===== config.mk =====
export PLATFORM = sky130hd
export DESIGN_NAME = pool_tile_sequencer
export DESIGN_NICKNAME = d
export VERILOG_FILES = /design/src/rtl/pool_seq_pkg.sv /design/src/rtl/pool_seq_wdog.sv /design/src/rtl/pool_tile_sequencer.sv
export SDC_FILE = /design/constraint.sdc
export NUM_CORES = 1
export LEC_CHECK = 0
export ABC_AREA = 0
export CAP_MARGIN = 20
export CORE_MARGIN = 2
export CORE_UTILIZATION = 50
export DETAILED_ROUTE_END_ITERATION = 8
export PLACE_DENSITY_LB_ADDON = 0.2
export SETUP_SLACK_MARGIN = 0.5
export SLEW_MARGIN = 20
export SYNTH_ARGS = -nofsm -noshare
export SYNTH_HDL_FRONTEND = slang
export SYNTH_HIERARCHICAL = 1
export SYNTH_SLANG_ARGS = --single-unit

===== constraint.sdc =====
create_clock -name clk -period 5.8 [get_ports clk]
set_input_delay 0.87 -clock clk [delete_from_list [all_inputs] [get_ports clk]]
set_output_delay 0.87 -clock clk [all_outputs]
set_load 0.05 [all_outputs]

===== src/rtl/pool_seq_pkg.sv =====
`default_nettype none
// ============================================================================
//  Module      : pool_seq_pkg
//  Description : Shared types and constants for the pooling tile sequencer:
//                FSM state encoding, results-per-tile count and the
//                input-buffer read latency that sets the pu_en delay.
//  Revision    : 1.0 - initial release
// ============================================================================
package pool_seq_pkg;

    // Sequencer states, 3-bit encoding
    typedef enum logic [2:0] {
        S_IDLE      = 3'd0,
        S_START     = 3'd1,
        S_FEED      = 3'd2,
        S_WAIT_DONE = 3'd3,
        S_WRITE     = 3'd4,
        S_FIN       = 3'd5
    } seq_state_t;

    // Pooled results produced by the datapath per tile
    localparam int N_OUT = 4;

    // Input SRAM read latency in cycles
    localparam int RD_LAT = 1;

    // pu_en must trail rd_en by exactly the read latency so data and valid align
    localparam int PU_EN_DLY = RD_LAT;

    // Width of the result index used while serialising the write burst
    localparam int KW = $clog2(N_OUT);

endpackage : pool_seq_pkg
`default_nettype wire


===== src/rtl/pool_seq_wdog.sv =====
`default_nettype none
// ============================================================================
//  Module      : pool_seq_wdog
//  Description : Loadable down-counter guarding the wait for the datapath's
//                done pulse. Loaded with TIMEOUT-1 on entry to the wait, it
//                decrements once per enabled cycle and reports expiry when it
//                reaches zero, i.e. during the TIMEOUT-th waiting cycle.
//  Revision    : 1.0 - initial release
// ============================================================================
module pool_seq_wdog #(
    parameter int TIMEOUT = 64
) (
    input  logic clk,
    input  logic rst,
    input  logic i_clr,
    input  logic i_load,
    input  logic i_en,
    output logic o_expired
);

    localparam int              CW     = $clog2(TIMEOUT + 1);
    localparam logic [CW-1:0]   c_load = CW'(TIMEOUT - 1);

    logic [CW-1:0] r_cnt;

    // Clear has priority, then load, then saturating decrement while enabled
    always_ff @(posedge clk or posedge rst) begin
        if (rst) begin
            r_cnt <= '0;
        end else if (i_clr) begin
            r_cnt <= '0;
        end else if (i_load) begin
            r_cnt <= c_load;
        end else if (i_en && (r_cnt != '0)) begin
            r_cnt <= r_cnt - CW'(1);
        end
    end

    assign o_expired = (r_cnt == '0);

endmodule : pool_seq_wdog
`default_nettype wire


===== src/rtl/pool_tile_sequencer.sv =====
`default_nettype none
// ============================================================================
//  Module      : pool_tile_sequencer
//  Description : Job-level controller for the pooling datapath. Accepts one
//                descriptor, then per tile: pulses start, streams size_1
//                input-buffer reads (pu_en trails rd_en by the read latency),
//                waits for the datapath's done under a watchdog, and writes
//                the four pooled results to consecutive output addresses.
//  Revision    : 1.0 - initial release
// ============================================================================
module pool_tile_sequencer
    import pool_seq_pkg::*;
#(
    parameter int AW      = 10,
    parameter int TIMEOUT = 64
) (
    input  logic          clk,
    input  logic          rst_fsm,
    input  logic          abort,
    input  logic          cfg_valid,
    output logic          cfg_ready,
    input  logic [4:0]    cfg_size_1,
    input  logic [4:0]    cfg_size_2,
    input  logic          cfg_pool_sel,
    input  logic [7:0]    cfg_n_tiles,
    input  logic [AW-1:0] cfg_rd_base,
    input  logic [AW-1:0] cfg_wr_base,
    output logic          rd_en,
    output logic [AW-1:0] rd_addr,
    output logic          pu_start,
    output logic          pu_en,
    output logic [4:0]    pu_size_1,
    output logic [4:0]    pu_size_2,
    output logic          pu_pool_sel,
    input  logic          pu_done,
    input  logic [15:0]   pu_o_1,
    input  logic [15:0]   pu_o_2,
    input  logic [15:0]   pu_o_3,
    input  logic [15:0]   pu_o_4,
    output logic          wr_en,
    output logic [AW-1:0] wr_addr,
    output logic [15:0]   wr_data,
    output logic          busy,
    output logic          done,
    output logic          err
);

    localparam logic [KW-1:0] c_last_k = KW'(N_OUT - 1);

    seq_state_t            r_state;
    logic [AW-1:0]         r_rd_ptr;
    logic [AW-1:0]         r_wr_ptr;
    logic [7:0]            r_n_tiles;
    logic [7:0]            r_tile_cnt;
    logic [4:0]            r_beat;
    logic [KW-1:0]         r_k;
    logic [15:0]           r_res [0:N_OUT-1];
    logic [PU_EN_DLY-1:0]  r_en_pipe;

    logic                  w_kill;
    logic                  w_feed_last;
    logic                  w_wd_load;
    logic                  w_wd_en;
    logic                  w_wd_expired;
    logic [KW-1:0]         w_k_next;

    // Abort only acts on a running job; in IDLE it is ignored entirely
    assign w_kill      = abort && (r_state != S_IDLE);
    assign w_feed_last = (r_beat == (pu_size_1 - 5'd1));
    assign w_wd_load   = (r_state == S_FEED) && w_feed_last;
    assign w_wd_en     = (r_state == S_WAIT_DONE);
    assign w_k_next    = r_k + KW'(1);

    pool_seq_wdog #(
        .TIMEOUT   (TIMEOUT)
    ) u_wdog (
        .clk       (clk),
        .rst       (rst_fsm),
        .i_clr     (w_kill),
        .i_load    (w_wd_load),
        .i_en      (w_wd_en),
        .o_expired (w_wd_expired)
    );

    // pu_en is rd_en delayed by the SRAM read latency; flushed on abort
    always_ff @(posedge clk or posedge rst_fsm) begin
        if (rst_fsm) begin
            r_en_pipe <= '0;
        end else if (w_kill) begin
            r_en_pipe <= '0;
        end else begin
            r_en_pipe[0] <= rd_en;
            for (int i = 1; i < PU_EN_DLY; i++) begin
                r_en_pipe[i] <= r_en_pipe[i-1];
            end
        end
    end

    assign pu_en = r_en_pipe[PU_EN_DLY-1];

    // Main sequencer: every output is registered from the state being entered
    always_ff @(posedge clk or posedge rst_fsm) begin
        if (rst_fsm) begin
            r_state     <= S_IDLE;
            cfg_ready   <= 1'b0;
            busy        <= 1'b0;
            done        <= 1'b0;
            err         <= 1'b0;
            rd_en       <= 1'b0;
            rd_addr     <= '0;
            pu_start    <= 1'b0;
            pu_size_1   <= '0;
            pu_size_2   <= '0;
            pu_pool_sel <= 1'b0;
            wr_en       <= 1'b0;
            wr_addr     <= '0;
            wr_data     <= '0;
            r_rd_ptr    <= '0;
            r_wr_ptr    <= '0;
            r_n_tiles   <= '0;
            r_tile_cnt  <= '0;
            r_beat      <= '0;
            r_k         <= '0;
            for (int i = 0; i < N_OUT; i++) begin
                r_res[i] <= '0;
            end
        end else if (w_kill) begin
            r_state   <= S_IDLE;
            cfg_ready <= 1'b1;
            busy      <= 1'b0;
            done      <= 1'b0;
            rd_en     <= 1'b0;
            pu_start  <= 1'b0;
            wr_en     <= 1'b0;
        end else begin
            done     <= 1'b0;
            pu_start <= 1'b0;
            case (r_state)
                S_IDLE: begin
                    cfg_ready <= 1'b1;
                    busy      <= 1'b0;
                    if (cfg_valid && cfg_ready) begin
                        pu_size_1   <= cfg_size_1;
                        pu_size_2   <= cfg_size_2;
                        pu_pool_sel <= cfg_pool_sel;
                        r_n_tiles   <= cfg_n_tiles;
                        r_rd_ptr    <= cfg_rd_base;
                        r_wr_ptr    <= cfg_wr_base;
                        r_tile_cnt  <= '0;
                        err         <= 1'b0;
                        cfg_ready   <= 1'b0;
                        busy        <= 1'b1;
                        if ((cfg_n_tiles == 8'd0) || (cfg_size_1 == 5'd0)) begin
                            r_state <= S_FIN;
                            done    <= 1'b1;
                        end else begin
                            r_state  <= S_START;
                            pu_start <= 1'b1;
                        end
                    end
                end
                S_START: begin
                    r_state  <= S_FEED;
                    rd_en    <= 1'b1;
                    rd_addr  <= r_rd_ptr;
                    r_rd_ptr <= r_rd_ptr + AW'(1);
                    r_beat   <= '0;
                end
                S_FEED: begin
                    if (w_feed_last) begin
                        rd_en   <= 1'b0;
                        r_state <= S_WAIT_DONE;
                    end else begin
                        rd_addr  <= r_rd_ptr;
                        r_rd_ptr <= r_rd_ptr + AW'(1);
                        r_beat   <= r_beat + 5'd1;
                    end
                end
                S_WAIT_DONE: begin
                    if (pu_done) begin
                        r_res[0] <= pu_o_1;
                        r_res[1] <= pu_o_2;
                        r_res[2] <= pu_o_3;
                        r_res[3] <= pu_o_4;
                        wr_en    <= 1'b1;
                        wr_addr  <= r_wr_ptr;
                        wr_data  <= pu_o_1;
                        r_k      <= '0;
                        r_state  <= S_WRITE;
                    end else if (w_wd_expired) begin
                        err     <= 1'b1;
                        done    <= 1'b1;
                        r_state <= S_FIN;
                    end
                end
                S_WRITE: begin
                    if (r_k == c_last_k) begin
                        wr_en      <= 1'b0;
                        r_wr_ptr   <= r_wr_ptr + AW'(N_OUT);
                        r_tile_cnt <= r_tile_cnt + 8'd1;
                        if ((r_tile_cnt + 8'd1) == r_n_tiles) begin
                            r_state <= S_FIN;
                            done    <= 1'b1;
                        end else begin
                            r_state  <= S_START;
                            pu_start <= 1'b1;
                        end
                    end else begin
                        r_k     <= w_k_next;
                        wr_addr <= r_wr_ptr + AW'(w_k_next);
                        wr_data <= r_res[w_k_next];
                    end
                end
                S_FIN: begin
                    r_state   <= S_IDLE;
                    cfg_ready <= 1'b1;
                    busy      <= 1'b0;
                end
                default: begin
                    r_state   <= S_IDLE;
                    cfg_ready <= 1'b1;
                    busy      <= 1'b0;
                    rd_en     <= 1'b0;
                    wr_en     <= 1'b0;
                end
            endcase
        end
    end

endmodule : pool_tile_sequencer
`default_nettype wire


; ---- After elaboration in Yosys (flattened, before gate mapping)
; Cells that the tools add are included.
[op_classes]
n_addsub = 8
order_cmp = 1
n_eq_ne = 23
n_mux = 69
n_bitwise = 2
n_reduce_logical = 30
[op_table]
columns = op, n
row1 = $mux 10, 7
row2 = $mux 16, 4
row3 = $pmux 10 s2, 3
row4 = $bmux 16 s2, 1
row5 = $pmux 16 s2, 1
row6 = $pmux 10 s3, 1
row7 = $mux 1, 25
row8 = $mux 3, 8
row9 = $mux 7, 3
row10 = $mux 8, 2
row11 = $pmux 8 s2, 1
row12 = $reduce_and 4->1, 4
row13 = $pmux 3 s5, 1
row14 = $ne 2x2->1 const B, 7
row15 = $ne 3x2->1 const B, 4
row16 = $reduce_and 3->1, 4
row17 = $reduce_or 4->1, 3
row18 = $add 10x1->10 const B, 1
row19 = $add 10x2->10, 1
row20 = $add 10x3->10 const B, 1
row21 = $pmux 5 s2, 1
row22 = $pmux 1 s3, 3
row23 = $reduce_bool 3->1, 3
row24 = $add 8x1->8 const B, 1
row25 = 29 further kinds, 43
[totals]
register_bits = 172
in_bits = 108
output_inout_bits = 55
word_cells = 159

; ---- Depth between registers and ports, before layout
; Gate-level depths: netlist (run 1).
[logic_depth]
depth_word = 7
mapped_depth = 9
depth_no_buf = 9

; ---- By module
; The synthesis (run 1) kept the hierarchy.
[modules_own_cells]
columns = mod, instances, cells_each, area_per_inst_um2, seq_area_each_um2
row1 = pool_tile_sequencer, 1, 744, 8279.2, 4129.0
row2 = pool_seq_wdog, 1, 38, 399.1, 175.2

; ---- Least setup slack after synthesis (run 1)
; OpenSTA, ideal clock, no wires.
[synth_timing]
path_type = reg-to-reg
startpoint = register pu_size_1[0]
endpoint = register rd_addr[0]
setup_time_ps = 125
arrival_time_ps = 2273
required_ps = 5675
path_slack_ps = 3402
path_stages_with_launch = 9
path_buffers = 1
synth_period_minus_slack_ps = 2398
cell_sequence = dfrtp_1 inv_1 ha_1 nor3b_1 xnor2_1 nand4_1 o21ai_1 buf_4 mux2_2
[synth_via]
elab_chain_cells = 4
[synth_lines]
columns = element, line_no
row1 = start: declaration, pool_tile_sequencer.sv:32  ; output logic [4:0] pu_size_1,
row2 = start signal: assignment, pool_tile_sequencer.sv:143  ; pu_size_1 <= cfg_size_1;
row3 = $sub 5x1->5, pool_tile_sequencer.sv:69  ; assign w_feed_last = (r_beat == (pu_size_1 - 5'd1));
row4 = $eq 5x5->1, pool_tile_sequencer.sv:69
row5 = $ne 2x2->1 (no line), -
row6 = $reduce_and 3->1 (no line), -
row7 = end signal: assignment, pool_tile_sequencer.sv:165  ; rd_addr <= r_rd_ptr;
row8 = end signal: assignment, pool_tile_sequencer.sv:174  ; rd_addr <= r_rd_ptr;
row9 = end: declaration, pool_tile_sequencer.sv:29  ; output logic [AW-1:0] rd_addr,
; Every way passes these cells.
; A chain may end at the register's enable or synchronous reset.

; ---- Final worst setup path (run 1)
[layout_timing]
startpoint = input port abort
endpoint = register r_res[57] (netlist bit)
[layout_via]
elab_chain_cells = 3
[layout_lines]
columns = element, line_no
row1 = start: declaration, pool_tile_sequencer.sv:19  ; input logic abort,
row2 = $logic_and 1x1->1, pool_tile_sequencer.sv:68  ; assign w_kill = abort && (r_state != S_IDLE);
row3 = $not 1->1 (no line), -
row4 = $reduce_and 3->1 (no line), -
row5 = end: declaration, pool_tile_sequencer.sv:57  ; logic [15:0] r_res [0:N_OUT-1];
; Every way passes these cells.

==> impl_metrics.csv, run 1 <==
group,metric,value,unit
outcome,outcome,"finished, final reports clean",
synth,synth_compound_area_share,12.3,%
global_route,grt_use_total,21.8,%
floorplanning,io_pins,163,
floorplanning,core.rowCount,48,
synth,yosysSeqAreaShare,49.6,%
finish,syn_to_final_growth,26.7,%
route,first_iter_violations,316,
worst_hold_path,min_from,"wr_en",
global_route,grt_pass1_vias,6186,
route,remaining_drc_errors,0,
route,wl_per_cell,16.5,µm
synth,synth_edf_count,0,
route,ant_nets,0,
clock_tree,cts_buffers,17,
clock_tree,cts_setup_buffers,0,
power,power_density,562,nW/µm²
setup_path,crit_arrival,3.63,ns
timing,max_slew_margin,35.5,%
setup_path,cp-end-kind,"register",
synth,synth_top_family_by_area,"multiplexers",
setup_path,reg2reg_to,"r_res[57]",
clock_tree,cts_tree,"built",
place,portBuffers,162,
finish,fillers,1408,
clock_tree,clock-sinks,172,
finish,drive_above_1_share,18.4,%
clock_tree,clk_latency,0.43,ns
route,dr.max_layer_used,"met4",
synth,synth_cells,782,
setup_path,crit-reg2reg-launch,"r_state[2]",
timing,worstMarginPinSlew,0.965,ns
synth,ys_ff_latch,172,
place,globalplace.congestion,0.807,
global_route,grt.overflow.total,0,
route,via_per_inst,5.50,
timing,fin_tns_setup,0,ns
worst_hold_path,hold_class,"register to register",
setup_path,ff2ff_setup_slack,2.71,ns
synth,ys.flop_type,"dfrtp_1",
place,dp.cells,1131,
floorplanning,die_h,136,µm
timing,hold_viol,0,
setup_path,cp-startpoint,"abort",
floorplanning,start_util,50.7,%
job,max_cap_violations,0,
worst_hold_path,whs_path_depth,2,
route,wl_met1,8770,µm
finish,n_antenna_cell,0,
synth,async_flop_share,100,%
setup_path,start_kind,"input port",
setup_path,cp.required,6.10,ns
route,wl_met3,1140,µm
global_route,grt_max_degree,84,
power,power.leakage,4.68,nW
route,wl_met2,9050,µm
clock_tree,cts-root-buf,"clkbuf_16",
synth,synth.mux.area_fraction,15.5,%
finish,post-route-util,64.2,%
place,dp.final_hpwl,12900,µm
synth,syn_nets,900,
synth,syn_avg_cell_area,11.1,µm²
worst_hold_path,hold_end,"wr_en",
setup_path,ff2ff_path_depth,5,
clock_tree,clk_pin_slew,0.06,ns
clock_tree,hold_buffers,0,
timing,setup_violations,0,
synth,synth_xor_area_share,3.03,%
floorplanning,die_x,136,µm
floorplanning,coreArea,17100,µm²
timing,finalCritPeriodShare,57.3,%
timing,clock.fmax,301,MHz
floorplanning,dieArea,18400,µm²
synth,netlist_area,8680,µm²
finish,nNetsFinal,1043,
finish,mostFrequentLayoutCell,"dfrtp_1",
synth,yosys.area_share.adder,1.53,%
finish,fin_cells,1163,
route,wirelength,19200,µm
route,drtPass1Iterations,4,
clock_tree,cts_max_path_buffers,2,
global_route,antenna_found_initial,0,
synth,synth_cell_types,72,
synth,yosys.area_share.simple,14.0,%
power,vdd_ir_drop_max,0.000332,V
timing,rsz0062_at_grt,"false",
timing,finalClockSkew,0.0114,ns
timing,period_minus_slack,3.33,ns
timing,drv_slew,0,
clock_tree,cts_resized,0,
setup_path,worst-path-max-fanout,42,
route,vias,6392,
synth,yosys_warnings,6,
clock_tree,cts.htree.levels,4,
setup_path,path_class,"input port to register",
finish,layout_common_cells,"dfrtp_1, clkdlybuf4s50_1, nand2_1",
global_route,grt_pass1_wl,31600,µm
-- layout make-up --
class                   instances  area [µm²]  area share [%]
clock buffers                  19         453            4.12
clock inverters                13         154            1.40
inverters                      15        60.1           0.546
multi-input cells             547        4040            36.7
flip-flops and latches        172        4300            39.1
well taps                     225         282            2.56
repair buffers                172        1700            15.5
-- cell usage after synthesis, types with 3 or more instances --
library cell,count,area share [%]
a2bb2oi_1,7,0.71
nand4_1,8,0.58
inv_1,15,0.65
xnor2_1,12,1.2
mux4_2,16,4.2
o21a_1,3,0.26
mux2i_1,4,0.46
nor3_1,6,0.35
a22oi_1,3,0.26
clkbuf_1,12,0.52
and3_1,9,0.65
buf_4,7,0.61
nor2b_1,5,0.36
xor2_1,18,1.8
o21ai_0,37,2.1
a221oi_1,5,0.50
a31oi_1,12,0.87
nor3b_1,3,0.26
nand3_1,18,1.0
buf_6,8,1.0
o41ai_1,4,0.40
a21oi_1,28,1.6
dfrtp_1,172,50
o31ai_1,6,0.52
mux2_2,84,11
a31oi_2,10,1.4
nand2_1,107,4.6
and4_1,4,0.40
o22ai_1,7,0.50
ha_1,9,1.3
or4_1,3,0.26
a211oi_1,3,0.26
nand2b_1,5,0.36
o21ai_1,3,0.17
nor2_1,65,2.8
buf_2,20,1.2
-- state kept, by name (all words and copies together) (netlist names), 7 cells and up --
signal and cells:
r_n_tiles 8, r_rd_ptr 10, r_res 64, r_tile_cnt 8
r_wr_ptr 10, rd_addr 10, u_wdog/r_cnt 7, wr_addr 10
wr_data 16
-- kinds of logic (layout without fill, tap and decap cells) --
group	Yosys count	count (layout)
buffers and inverters	63	219
AOI/OAI and AO/OA	149	149
DFF	172	172
muxes	104	104
adders and majority gates	10	10
xor gates and xnor gates	30	30
and+or+nand+nor	254	254
-- per-stage QoR --
step           hold WS, ns  power (mW)  area, µm²  setup WS (ns)
2_1_floorplan        0.465        4.24       8680           2.83
3_3_place_gp         0.461        4.99      10400           2.05
3_5_place_dp         0.471        5.06      10400           2.03
4_1_cts              0.492        6.23      11000           2.46
5_1_grt              0.513        6.57      11000           2.32
6_report             0.489        6.18      11000           2.47
-- report_power, final --
group | switching [mW] | total, mW | internal, mW | leakage (nW)
Combinational | 1.65 | 2.90 | 1.26 | 2.26
Sequential | 0.400 | 2.13 | 1.73 | 2.12
Clock | 0.513 | 1.15 | 0.634 | 0.294
Total | 2.56 | 6.18 | 3.62 | 4.68
-- layer usage --
metal | track usage (%) | vias up
met3 | 5.46 | 18
met2 | 34.2 | 157
li1 | - | 3084
met5 | 0 | -
met1 | 30.2 | 3133
met4 | 6.60 | 0
-- worst max-delay path: stages --
cell             delay (ns)
clkdlybuf4s50_1        0.91
and2b_1                0.28
nand2_2                0.69
buf_4                  0.45
mux2_2                 0.39
-- worst max path at each step --
stage                            to  slack (ns)  depth (start not counted)
after floorplan                busy        2.83                          1
after global placement    r_res[29]        2.05                          5
after detailed placement  r_res[62]        2.03                          5
after CTS                 r_res[57]        2.46                          5
after global routing      r_res[57]        2.32                          5
final                     r_res[57]        2.47                          5
No activity file was read; power rests on OpenSTA's default activity.
==> inputs of run 2 (changes only) <==
--- a/config.mk
+++ b/config.mk
@@ -8,7 +8,7 @@
 export ABC_AREA = 0
 export CAP_MARGIN = 20
 export CORE_MARGIN = 2
-export CORE_UTILIZATION = 50
+export CORE_UTILIZATION = 48
 export DETAILED_ROUTE_END_ITERATION = 8
 export PLACE_DENSITY_LB_ADDON = 0.2
 export SETUP_SLACK_MARGIN = 0.5
==> constraint.sdc (replaced) <==
create_clock -name clk -period 2.91 [get_ports clk]
set_input_delay 0.4365 -clock clk [delete_from_list [all_inputs] [get_ports clk]]
set_output_delay 0.4365 -clock clk [all_outputs]
set_load 0.05 [all_outputs]
==> impl_metrics.csv, run 2 (synthesis results as in run 1) <==
group,metric,value,unit
outcome,outcome,"finished, final reports clean",
setup_path,ff2ff_setup_slack,0.70,ns
power,power_density,1110,nW/µm²
global_route,antenna_found_initial,0,
timing,period_minus_slack,2.21,ns
place,dp_worst_setup_slack,0.491,ns
route,ant_nets,0,
finish,syn_to_final_growth,28.4,%
power,vdd_ir_drop_max,0.000707,V
global_route,grt_pass1_wl,32400,µm
timing,fin_tns_setup,0,ns
clock_tree,clk_pin_slew,0.07,ns
global_route,grt.overflow.total,0,
floorplanning,io_pins,163,
global_route,grt_pass1_vias,6377,
clock_tree,cts_max_path_buffers,2,
setup_path,cp_top_family,"buffers and inverters",
finish,nNetsFinal,1055,
job,max_cap_violations,0,
setup_path,cp_num_buf_inv,3,
timing,finalCritPeriodShare,76.0,%
floorplanning,coreArea,17800,µm²
floorplanning,start_util,48.6,%
setup_path,cp.required,3.22,ns
clock_tree,hold_buffers,0,
route,remaining_drc_errors,0,
floorplanning,core.rowCount,49,
place,globalplace.congestion,0.799,
timing,finalClockSkew,0.0150,ns
clock_tree,clk_latency,0.43,ns
route,wl_per_cell,16.3,µm
route,via_per_inst,5.48,
timing,setup_violations,0,
timing,worst_slack,0.700,ns
finish,largest_register_ffs,64,
place,dp.final_hpwl,13200,µm
finish,fillers,1412,
setup_path,path_class,"register to register",
setup_path,cp_slowest_cell,"dfrtp_1",
finish,n_antenna_cell,0,
worst_hold_path,hold_class,"input port to asynchronous set/reset pin",
finish,layout_common_cells,"dfrtp_1, clkdlybuf4s50_1, nand2_1",
finish,top_register,"r_res",
setup_path,crit_chain,"inv_1 -> ha_1 -> nor3b_2 -> xnor2_1 -> nand4_1 -> buf_4 -> o21ai_1 -> buf_6 -> mux2_2",
timing,hold_viol,0,
place,portBuffers,162,
timing,drv_slew,0,
timing,max_slew_margin,59.9,%
setup_path,crit_arrival,2.52,ns
global_route,grt_max_degree,100,
route,vias,6457,
power,power.leakage,4.75,nW
timing,rsz0062_at_grt,"false",
floorplanning,die_x,138,µm
finish,largest_registers,"r_res: 64 flops, wr_data: 16 flops",
timing,worstMarginPinSlew,0.599,ns
clock_tree,cts-root-buf,"clkbuf_16",
route,first_iter_violations,233,
global_route,grt_use_total,20.7,%
finish,mostFrequentLayoutCell,"dfrtp_1",
timing,clock.fmax,452,MHz
clock_tree,cts.htree.levels,4,
setup_path,cp-end-kind,"register",
clock_tree,clock-sinks,172,
floorplanning,die_h,138,µm
setup_path,max_stage_delay,0.41,ns
setup_path,start_kind,"register",
setup_path,worst-path-max-fanout,12,
clock_tree,cts_tree,"built",
finish,drive_above_1_share,19.9,%
route,wirelength,19200,µm
clock_tree,cts_buffers,17,
floorplanning,dieArea,19200,µm²
route,drtPass1Iterations,4,
==> run 2: worst paths after layout <==
kind | startpoint | to | cells after the start
setup reg to reg | pu_size_1[0] | rd_addr[0] | 9
hold / removal | rst_fsm | u_wdog/r_cnt[5] | 2
min in group clk | wr_en | wr_en | 2
setup / recovery | pu_size_1[0] | rd_addr[0] | 9
max in group asynchronous | rst_fsm | r_wr_ptr[0] | 3
hold reg to reg | wr_en | wr_en | 2
==> run 2: power by group <==
part           internal [mW]  switching, mW  leakage (nW)
combinational           2.61           3.34          2.35
sequential              3.45          0.768          2.12
clock                   1.22           1.01         0.282
==> run 2: routing by layer <==
| metal | vias up | track usage [%] | routed length [µm] |
|---|---|---|---|
| li1 | 3113 | - | - |
| met1 | 3163 | 28.6 | 8830 |
| met2 | 169 | 32.8 | 9120 |
| met3 | 12 | 5.89 | 1050 |
| met4 | 0 | 4.83 | 150 |
| met5 | - | 0 | 0 |
==> run 2: cell type report <==
| class | count | area [µm²] | area share, % |
|---|---|---|---|
| Sequential cell | 172 | 4310 | 38.6 |
| Clock inverter | 13 | 131 | 1.18 |
| Multi-Input combinational cell | 547 | 4070 | 36.5 |
| Inverter | 15 | 60.1 | 0.539 |
| Tap cell | 229 | 287 | 2.57 |
| Timing Repair Buffer | 184 | 1850 | 16.6 |
| Clock buffer | 18 | 439 | 3.94 |
==> run 2: timing repair <==
| action | in CTS | in global routing |
|---|---|---|
| resized for setup | 0 | 10 |
| setup buffers | 0 | 1 |
| endpoints found under the setup margin | 0 | 26 |
==> run 2: stage by stage <==
step | util, % | instances | cell area, µm² | power (mW) | hold WS (ns)
floorplan | - | 782 | 8680 | 8.45 | 0.240
global placement | 59.0 | 1146 | 10500 | 10.1 | 0.470
detailed placement | 59.0 | 1146 | 10500 | 10.2 | 0.473
CTS | 62.2 | 1177 | 11100 | 12.4 | 0.329
global route | 62.5 | 1178 | 11100 | 13.2 | 0.350
finish | 62.5 | 1178 | 11100 | 12.4 | 0.336
